**src/rtl/game_control.sv**
```systemverilog
// Whack-a-mole game sequencer: walks IDLE -> (WAIT -> MOLEn)* -> OVER on the
// datapath timeout pulse, choosing a non-repeating hole per round from an LFSR.
module game_control #(
    parameter int unsigned NUM_ROUNDS = 10,
    parameter logic [7:0]  LFSR_SEED  = 8'hA5
) (
    input  logic       clk,
    input  logic       Reset,
    input  logic       start,
    input  logic       enable_control,
    output logic [2:0] state,
    output logic [3:0] mole_onehot,
    output logic [7:0] round,
    output logic       game_over
);

    // State codes are decoded by the score datapath and must not change.
    localparam logic [2:0] ST_IDLE  = 3'b000;
    localparam logic [2:0] ST_WAIT  = 3'b001;
    localparam logic [2:0] ST_MOLE0 = 3'b010;
    localparam logic [2:0] ST_MOLE1 = 3'b011;
    localparam logic [2:0] ST_MOLE2 = 3'b100;
    localparam logic [2:0] ST_MOLE3 = 3'b101;
    localparam logic [2:0] ST_OVER  = 3'b110;

    // An all-zero seed would lock the LFSR up, so substitute 1.
    localparam logic [7:0] SEED_EFF = (LFSR_SEED == 8'h00) ? 8'h01 : LFSR_SEED;
    localparam logic [8:0] ROUNDS_9 = 9'(NUM_ROUNDS);

    logic [2:0] state_q, state_d;
    logic [3:0] mole_q, mole_d;
    logic [7:0] round_q, round_d;
    logic       over_q, over_d;
    logic [7:0] lfsr_q, lfsr_d;
    logic       start_q, start_d;
    logic [1:0] last_hole_q, last_hole_d;

    logic       start_pulse;
    logic [1:0] pick;
    logic [7:0] round_inc;
    logic [8:0] round_next;

    // Edge detect, LFSR step and next-round arithmetic.
    always_comb begin
        start_d     = start;
        start_pulse = start & ~start_q;
        // Fibonacci taps 8,6,5,4 (maximal length, period 255).
        lfsr_d      = {lfsr_q[6:0], lfsr_q[7] ^ lfsr_q[5] ^ lfsr_q[4] ^ lfsr_q[3]};
        pick        = lfsr_q[1:0];
        // Bump the pick when it would repeat the previous round's hole.
        if ((lfsr_q[1:0] == last_hole_q) && (round_q != 8'd0)) begin
            pick = lfsr_q[1:0] + 2'd1;
        end
        round_inc  = (round_q == 8'hFF) ? 8'hFF : round_q + 8'd1;
        round_next = {1'b0, round_q} + 9'd1;
    end

    // Game state transitions and registered output decode.
    always_comb begin
        state_d     = state_q;
        round_d     = round_q;
        last_hole_d = last_hole_q;
        case (state_q)
            ST_IDLE: begin
                if (start_pulse) begin
                    state_d = ST_WAIT;
                    round_d = 8'd0;
                end
            end
            ST_WAIT: begin
                if (enable_control) begin
                    state_d     = ST_MOLE0 + {1'b0, pick};
                    last_hole_d = pick;
                end
            end
            ST_MOLE0, ST_MOLE1, ST_MOLE2, ST_MOLE3: begin
                if (enable_control) begin
                    round_d = round_inc;
                    state_d = (round_next == ROUNDS_9) ? ST_OVER : ST_WAIT;
                end
            end
            ST_OVER: begin
                if (start_pulse) begin
                    state_d = ST_IDLE;
                end
            end
            default: state_d = ST_IDLE;
        endcase

        case (state_d)
            ST_MOLE0: mole_d = 4'b0001;
            ST_MOLE1: mole_d = 4'b0010;
            ST_MOLE2: mole_d = 4'b0100;
            ST_MOLE3: mole_d = 4'b1000;
            default:  mole_d = 4'b0000;
        endcase
        over_d = (state_d == ST_OVER);
    end

    // State registers with synchronous active-high reset.
    always_ff @(posedge clk) begin
        if (Reset) begin
            state_q     <= ST_IDLE;
            mole_q      <= 4'b0000;
            round_q     <= 8'd0;
            over_q      <= 1'b0;
            lfsr_q      <= SEED_EFF;
            start_q     <= 1'b0;
            last_hole_q <= 2'd0;
        end else begin
            state_q     <= state_d;
            mole_q      <= mole_d;
            round_q     <= round_d;
            over_q      <= over_d;
            lfsr_q      <= lfsr_d;
            start_q     <= start_d;
            last_hole_q <= last_hole_d;
        end
    end

    assign state       = state_q;
    assign mole_onehot = mole_q;
    assign round       = round_q;
    assign game_over   = over_q;

endmodule

```
**config.mk**
```make
export PLATFORM = sky130hd
export DESIGN_NAME = game_control
export DESIGN_NICKNAME = d
export VERILOG_FILES = /design/src/rtl/game_control.sv
export SDC_FILE = /design/constraint.sdc
export NUM_CORES = 1
export LEC_CHECK = 0
export BUFFER_PORTS_ARGS = -buffer_cell sky130_fd_sc_hd__buf_2
export CORE_AREA = 2 2 62 64
export CTS_CLUSTER_SIZE = 10
export DETAILED_ROUTE_END_ITERATION = 8
export DIE_AREA = 0 0 64 66
export GPL_TIMING_DRIVEN = 0
export SLEW_MARGIN = 20
export SYNTH_ARGS = -nofsm -noshare
export SYNTH_HDL_FRONTEND = slang
export SYNTH_SLANG_ARGS = --single-unit
```
**constraint.sdc**
```tcl
create_clock -name clk -period 1.95 [get_ports clk]
set_input_delay 0.2925 -clock clk [delete_from_list [all_inputs] [get_ports clk]]
set_output_delay 0.2925 -clock clk [all_outputs]
set_load 0.01 [all_outputs]
```
==> flow_metrics.env, run 1 <==
export IMPL_timing_final_crit_share=0.941
export IMPL_clockBufferDepth=2
export IMPL_hp_class="input port to flip-flop"
export IMPL_synth_edff_count=0
export IMPL_cts_sinks=27
export IMPL_initial_core_util=0.372
export IMPL_clock_latency_ns=0.35
export IMPL_status="finished, final reports clean"
export IMPL_hpwl_um=2020
export IMPL_arrival_ns=2.09
export IMPL_drt_iter0_drc=32
export IMPL_io_pin_count=20
export IMPL_cts_buffers=3
export IMPL_gp_routability_congestion=0.856
export IMPL_tritoncts="done"
export IMPL_ys_types=41
export IMPL_final_setup_worst_slack_ns=0.115
export IMPL_finClkSkew_ns=0.0168
export IMPL_hp_start="start"
export IMPL_yosysSeqAreaShare=0.409
export IMPL_clk_pin_slew_ns=0.18
export IMPL_htreeDepth=1
export IMPL_synth_top_area_frac=0.409
export IMPL_yosysWarnings=0
export IMPL_synthTopCellsByArea="dfxtp_1, a21oi_1, nor2_1, xor2_1, ha_1"
export IMPL_r2r_end="mole_onehot[0]$_SDFF_PP0_"
export IMPL_syn_area_per_cell_sq_um=8.69
export IMPL_viasPerCell=5.16
export IMPL_synth_common_cells="dfxtp_1, nor2_1, a21oi_1"
export IMPL_die_w_um=64
export IMPL_dr_pass1_iters=4
export IMPL_die_h_um=66
export IMPL_tns_ns=0
export IMPL_reg2reg_depth=7
export IMPL_slew_limit_headroom=0.611
export IMPL_max_freq_mhz=545
export IMPL_vias=1151
export IMPL_cp_max_fo=6
export IMPL_r2r_start="round[0]$_SDFFE_PP0P_"
export IMPL_synth_area_sq_mm=0.00132
export IMPL_grt_antenna_before_repair=0
export IMPL_setup_violations=0
export IMPL_dp_slack_ns=-0.106
export IMPL_endpoint_kind="flip-flop"
export IMPL_drive_above_1_share=0.280
export IMPL_tightestPinTransition_ns=0.579
export IMPL_ys_ff_latch=27
export IMPL_hold_path_endpoint="start_q$_SDFF_PP0_"
export IMPL_ctsRootBufferMaster="clkbuf_4"
export IMPL_post_synth_top_area_cell="dfxtp_1"
export IMPL_io_buffers=18
export IMPL_synth_nets=159
export IMPL_hold_violations=0
export IMPL_synth_most_common_cell="dfxtp_1"
export IMPL_remaining_drc_errors=0
export IMPL_wl_um=2960
export IMPL_cp_data_required_time_ns=2.20
export IMPL_p_per_area_mw_per_mm2=635
export IMPL_grt_max_degree=17
export IMPL_crit_type="flip-flop to flip-flop"
export IMPL_grt_use_total=0.144
export IMPL_fin_crit_ns=1.83
export IMPL_hold_buffers=0
export IMPL_wl_per_cell_um=13.3
export IMPL_area_growth_pct=19.4
export IMPL_reg2reg_slack_ns=0.12
export IMPL_async_flop_share=0
export IMPL_synthFlopType="dfxtp_1"
export IMPL_p_leak_uw=0.000628
export IMPL_core_area_sq_mm=0.00355
export IMPL_rsz0062_at_grt="no"
export IMPL_antenna_left=0
export IMPL_grt_ovfl_total=0
export IMPL_die_area_sq_mm=0.00422
export IMPL_num_nets_final=183
export IMPL_start_kind="flip-flop"
export IMPL_rows=22
export IMPL_irDropWorstVdd_mv=0.347
export IMPL_grt_pass1_wl_um=4840
export IMPL_antenna_cells=0
export IMPL_max_cap_viol_count=0
export IMPL_min_path_cells=2
export IMPL_grt_pass1_vias=1071
export IMPL_report_final_slew_viol_count=0
export IMPL_synth_cells=152
## state kept, by name, indices dropped and copies added, names as in the netlist
signal       count
lfsr_q           8
round            8
mole_onehot      4
state            3
last_hole_q      2
game_over        1
start_q          1
## worst max path at each step
stage	start	to	slack, ns
6_report	round[0]$_SDFFE_PP0P_	mole_onehot[0]$_SDFF_PP0_	0.12
2_1_floorplan	round[0]$_SDFFE_PP0P_	mole_onehot[0]$_SDFF_PP0_	0.04
3_3_place_gp	round[0]$_SDFFE_PP0P_	mole_onehot[0]$_SDFF_PP0_	-0.05
5_1_grt	round[5]$_SDFFE_PP0P_	mole_onehot[2]$_SDFF_PP0_	0.03
4_1_cts	round[0]$_SDFFE_PP0P_	mole_onehot[2]$_SDFF_PP0_	0.0003
3_5_place_dp	round[0]$_SDFFE_PP0P_	mole_onehot[0]$_SDFF_PP0_	-0.11
## through the flow
step | hold slack [ns] | total power (uW) | instance area, sq um | cells | utilization
4_1_cts | 0.178 | 993 | 1520 | 222 | 0.427
6_report | 0.178 | 1000 | 1580 | 223 | 0.444
3_3_place_gp | 0.398 | 728 | 1470 | 218 | 0.414
2_1_floorplan | 0.359 | 697 | 1320 | 152 | -
5_1_grt | 0.183 | 1040 | 1580 | 223 | 0.444
3_5_place_dp | 0.406 | 733 | 1470 | 218 | 0.414
## critical path, stage by stage (launching register included)
cell and delay, ns:
dfxtp_4 0.42, ha_4 0.17, and4_4 0.26, nor4_2 0.06, a211o_2 0.36, a31oi_4 0.19, o22ai_4 0.11, and2b_1 0.16
## timing repair
action / 4_1_cts / 5_1_grt
endpoints found under the setup margin: 10 / 11
pin swaps: 2 / 2
gates resized for setup: 5 / 8
setup buffers: 0 / 2
## logic make-up (layout without fill, tap and decap cells)
| kind of cell | Yosys count | after routing | synth area share |
|---|---|---|---|
| DFF | 27 | 27 | 0.409 |
| xor gates and xnor gates | 7 | 7 | 0.0464 |
| and+or+nand+nor | 65 | 65 | 0.281 |
| AOI/OAI and AO/OA | 32 | 32 | 0.156 |
| adders and majority gates | 3 | 3 | 0.0284 |
| buffers and inverters | 15 | 38 | 0.0559 |
| muxes | 3 | 3 | 0.0227 |
## cell type report
cell class                 instances  area [sq um]
buffer                             8          47.5
multi-input combinational        110           764
inverter                           6          22.5
clock buffer                       3          22.5
sequential                        27           548
clock inverter                     1          7.51
tap                               48          60.1
fill                             366          1970
timing repair buffer              20           105
## per-layer routing
| metal | track usage | part of all wire |
|---|---|---|
| met1 | 0.197 | 0.47 |
| met2 | 0.232 | 0.48 |
| met3 | 0.0187 | 0.044 |
| met4 | 0.0489 | 0.013 |
| met5 | 0 | 0 |
## power by group
| part | internal, uW | switching, uW |
|---|---|---|
| logic | 57.2 | 78.2 |
| registers | 577 | 19.5 |
| clock network | 78.5 | 192 |
## placed cells by master, fill, tap and decap left out, drive strengths merged, types with 6 or more instances in the layout
| master | instances |
|---|---|
| nand2 | 7 |
| nand2b | 6 |
| nor2b | 6 |
| o21ai | 10 |
| clkbuf | 6 |
| nand3 | 6 |
| a21oi | 11 |
| inv | 6 |
| nor2 | 12 |
| buf | 25 |
| nor3 | 8 |
| dfxtp | 27 |
No activity file was read; power rests on OpenSTA's default activity.
==> run 2: changes to the inputs <==
--- a/config.mk
+++ b/config.mk
@@ -11,6 +11,7 @@
 export DETAILED_ROUTE_END_ITERATION = 8
 export DIE_AREA = 0 0 64 66
 export GPL_TIMING_DRIVEN = 0
+export SKIP_CTS_REPAIR_TIMING = 1
 export SLEW_MARGIN = 20
 export SYNTH_ARGS = -nofsm -noshare
 export SYNTH_HDL_FRONTEND = slang
==> constraint.sdc (replaced) <==
create_clock -name clk -period 2.1 [get_ports clk]
set_input_delay 0.315 -clock clk [delete_from_list [all_inputs] [get_ports clk]]
set_output_delay 0.315 -clock clk [all_outputs]
set_load 0.01 [all_outputs]
==> flow_metrics.env, run 2 (synthesis results as in run 1) <==
export IMPL_ctsRootBufferMaster="clkbuf_4"
export IMPL_num_nets_final=182
export IMPL_clockBufferDepth=2
export IMPL_finClkSkew_ns=0.0110
export IMPL_grt_ovfl_total=0
export IMPL_crit_family="simple AND/OR/NAND/NOR gates"
export IMPL_cp_data_required_time_ns=2.39
export IMPL_p_per_area_mw_per_mm2=609
export IMPL_io_pin_count=20
export IMPL_hp_class="input port to flip-flop"
export IMPL_fin_crit_ns=1.95
export IMPL_cts_buffers=3
export IMPL_core_area_sq_mm=0.00355
export IMPL_reg2reg_slack_ns=0.15
export IMPL_irDropWorstVdd_mv=0.327
export IMPL_grt_antenna_before_repair=0
export IMPL_grt_use_total=0.142
export IMPL_cts_sinks=27
export IMPL_drive_above_1_share=0.253
export IMPL_final_setup_worst_slack_ns=0.146
export IMPL_die_w_um=64
export IMPL_timing_final_crit_share=0.931
export IMPL_dr_pass1_iters=4
export IMPL_p_leak_uw=0.000604
export IMPL_max_cap_viol_count=0
export IMPL_setup_violations=0
export IMPL_min_path_cells=2
export IMPL_crit_type="flip-flop to flip-flop"
export IMPL_critPathBufInv=0
export IMPL_die_area_sq_mm=0.00422
export IMPL_max_stage_delay_ns=0.44
export IMPL_gp_routability_congestion=0.856
export IMPL_io_buffers=18
export IMPL_dp_slack_ns=0.0438
export IMPL_hold_violations=0
export IMPL_layout_commonest_cell="dfxtp_1"
export IMPL_wl_per_cell_um=12.7
export IMPL_cp_cell_sequence="ha_2, and4_4, a21oi_1, nor3_2, a31oi_2, o22ai_2, and2_1"
export IMPL_viasPerCell=5.25
export IMPL_cp_max_fo=8
export IMPL_tritoncts="done"
export IMPL_clk_pin_slew_ns=0.17
export IMPL_wl_um=2820
export IMPL_remaining_drc_errors=0
export IMPL_slew_limit_headroom=0.604
export IMPL_drt_iter0_drc=21
export IMPL_start_kind="flip-flop"
export IMPL_reg2reg_depth=7
export IMPL_htreeDepth=1
export IMPL_die_h_um=66
export IMPL_hpwl_um=2020
export IMPL_clock_latency_ns=0.34
export IMPL_endpoint_kind="flip-flop"
export IMPL_arrival_ns=2.24
export IMPL_status="finished, final reports clean"
export IMPL_grt_pass1_vias=1066
export IMPL_grt_max_degree=17
export IMPL_final_cell_mix="dfxtp_1, buf_2, nor2_1"
export IMPL_max_freq_mhz=512
export IMPL_holdWs_ns=0.202
export IMPL_antenna_left=0
export IMPL_fin_util=0.426
export IMPL_worst_path_stages=7
export IMPL_total_power_uw=922
export IMPL_rows=22
export IMPL_crit_slowest_cell="dfxtp_2"
export IMPL_antenna_cells=0
export IMPL_initial_core_util=0.372
export IMPL_rsz0062_at_grt="no"
export IMPL_tightestPinTransition_ns=0.589
export IMPL_area_growth_pct=14.5
export IMPL_report_final_slew_viol_count=0
export IMPL_grt_pass1_wl_um=4800
export IMPL_vias=1166
==> run 2: per-layer routing <==
layer,GRT usage,routed length [um]
met5,0,0
met4,0.0489,22
met3,0.0187,96
met2,0.230,1330
met1,0.195,1370
==> run 2: final timing paths <==
path	from	endpoint
min reg2reg	lfsr_q[6]$_SDFF_PP0_	lfsr_q[7]$_SDFF_PP1_
max	round[0]$_SDFFE_PP0P_	mole_onehot[2]$_SDFF_PP0_
min	start	start_q$_SDFF_PP0_
max reg2reg	round[0]$_SDFFE_PP0P_	mole_onehot[2]$_SDFF_PP0_
==> run 2: area by class of cell <==
class / instances / area (sq um)
Fill cell: 375 / 2040
Tap cell: 48 / 60.1
Multi-Input combinational cell: 110 / 716
Inverter: 6 / 22.5
Clock inverter: 1 / 7.51
Timing Repair Buffer: 18 / 90.1
Sequential cell: 27 / 543
Clock buffer: 3 / 22.5
Buffer: 9 / 51.3
==> run 2: through the flow <==
stage	instance area [sq um]	setup TNS, ns	instances
after floorplan	1320	0	152
after global routing	1510	0	222
after global placement	1470	0	218
after CTS	1500	-0.0798	222
after detailed placement	1470	0	218
final	1510	0	222
==> run 2: worst register-to-register path, cell delays in order, from the launching register on <==
cell	delay (ns)
dfxtp_2	0.44
ha_2	0.27
and4_4	0.26
a21oi_1	0.10
nor3_2	0.29
a31oi_2	0.13
o22ai_2	0.24
and2_1	0.17
==> run 2: power breakdown <==
group / internal [uW] / switching (uW)
registers: 538 / 19.1
logic: 48.5 / 67.9
clock network: 72.8 / 175
total: 659 / 263
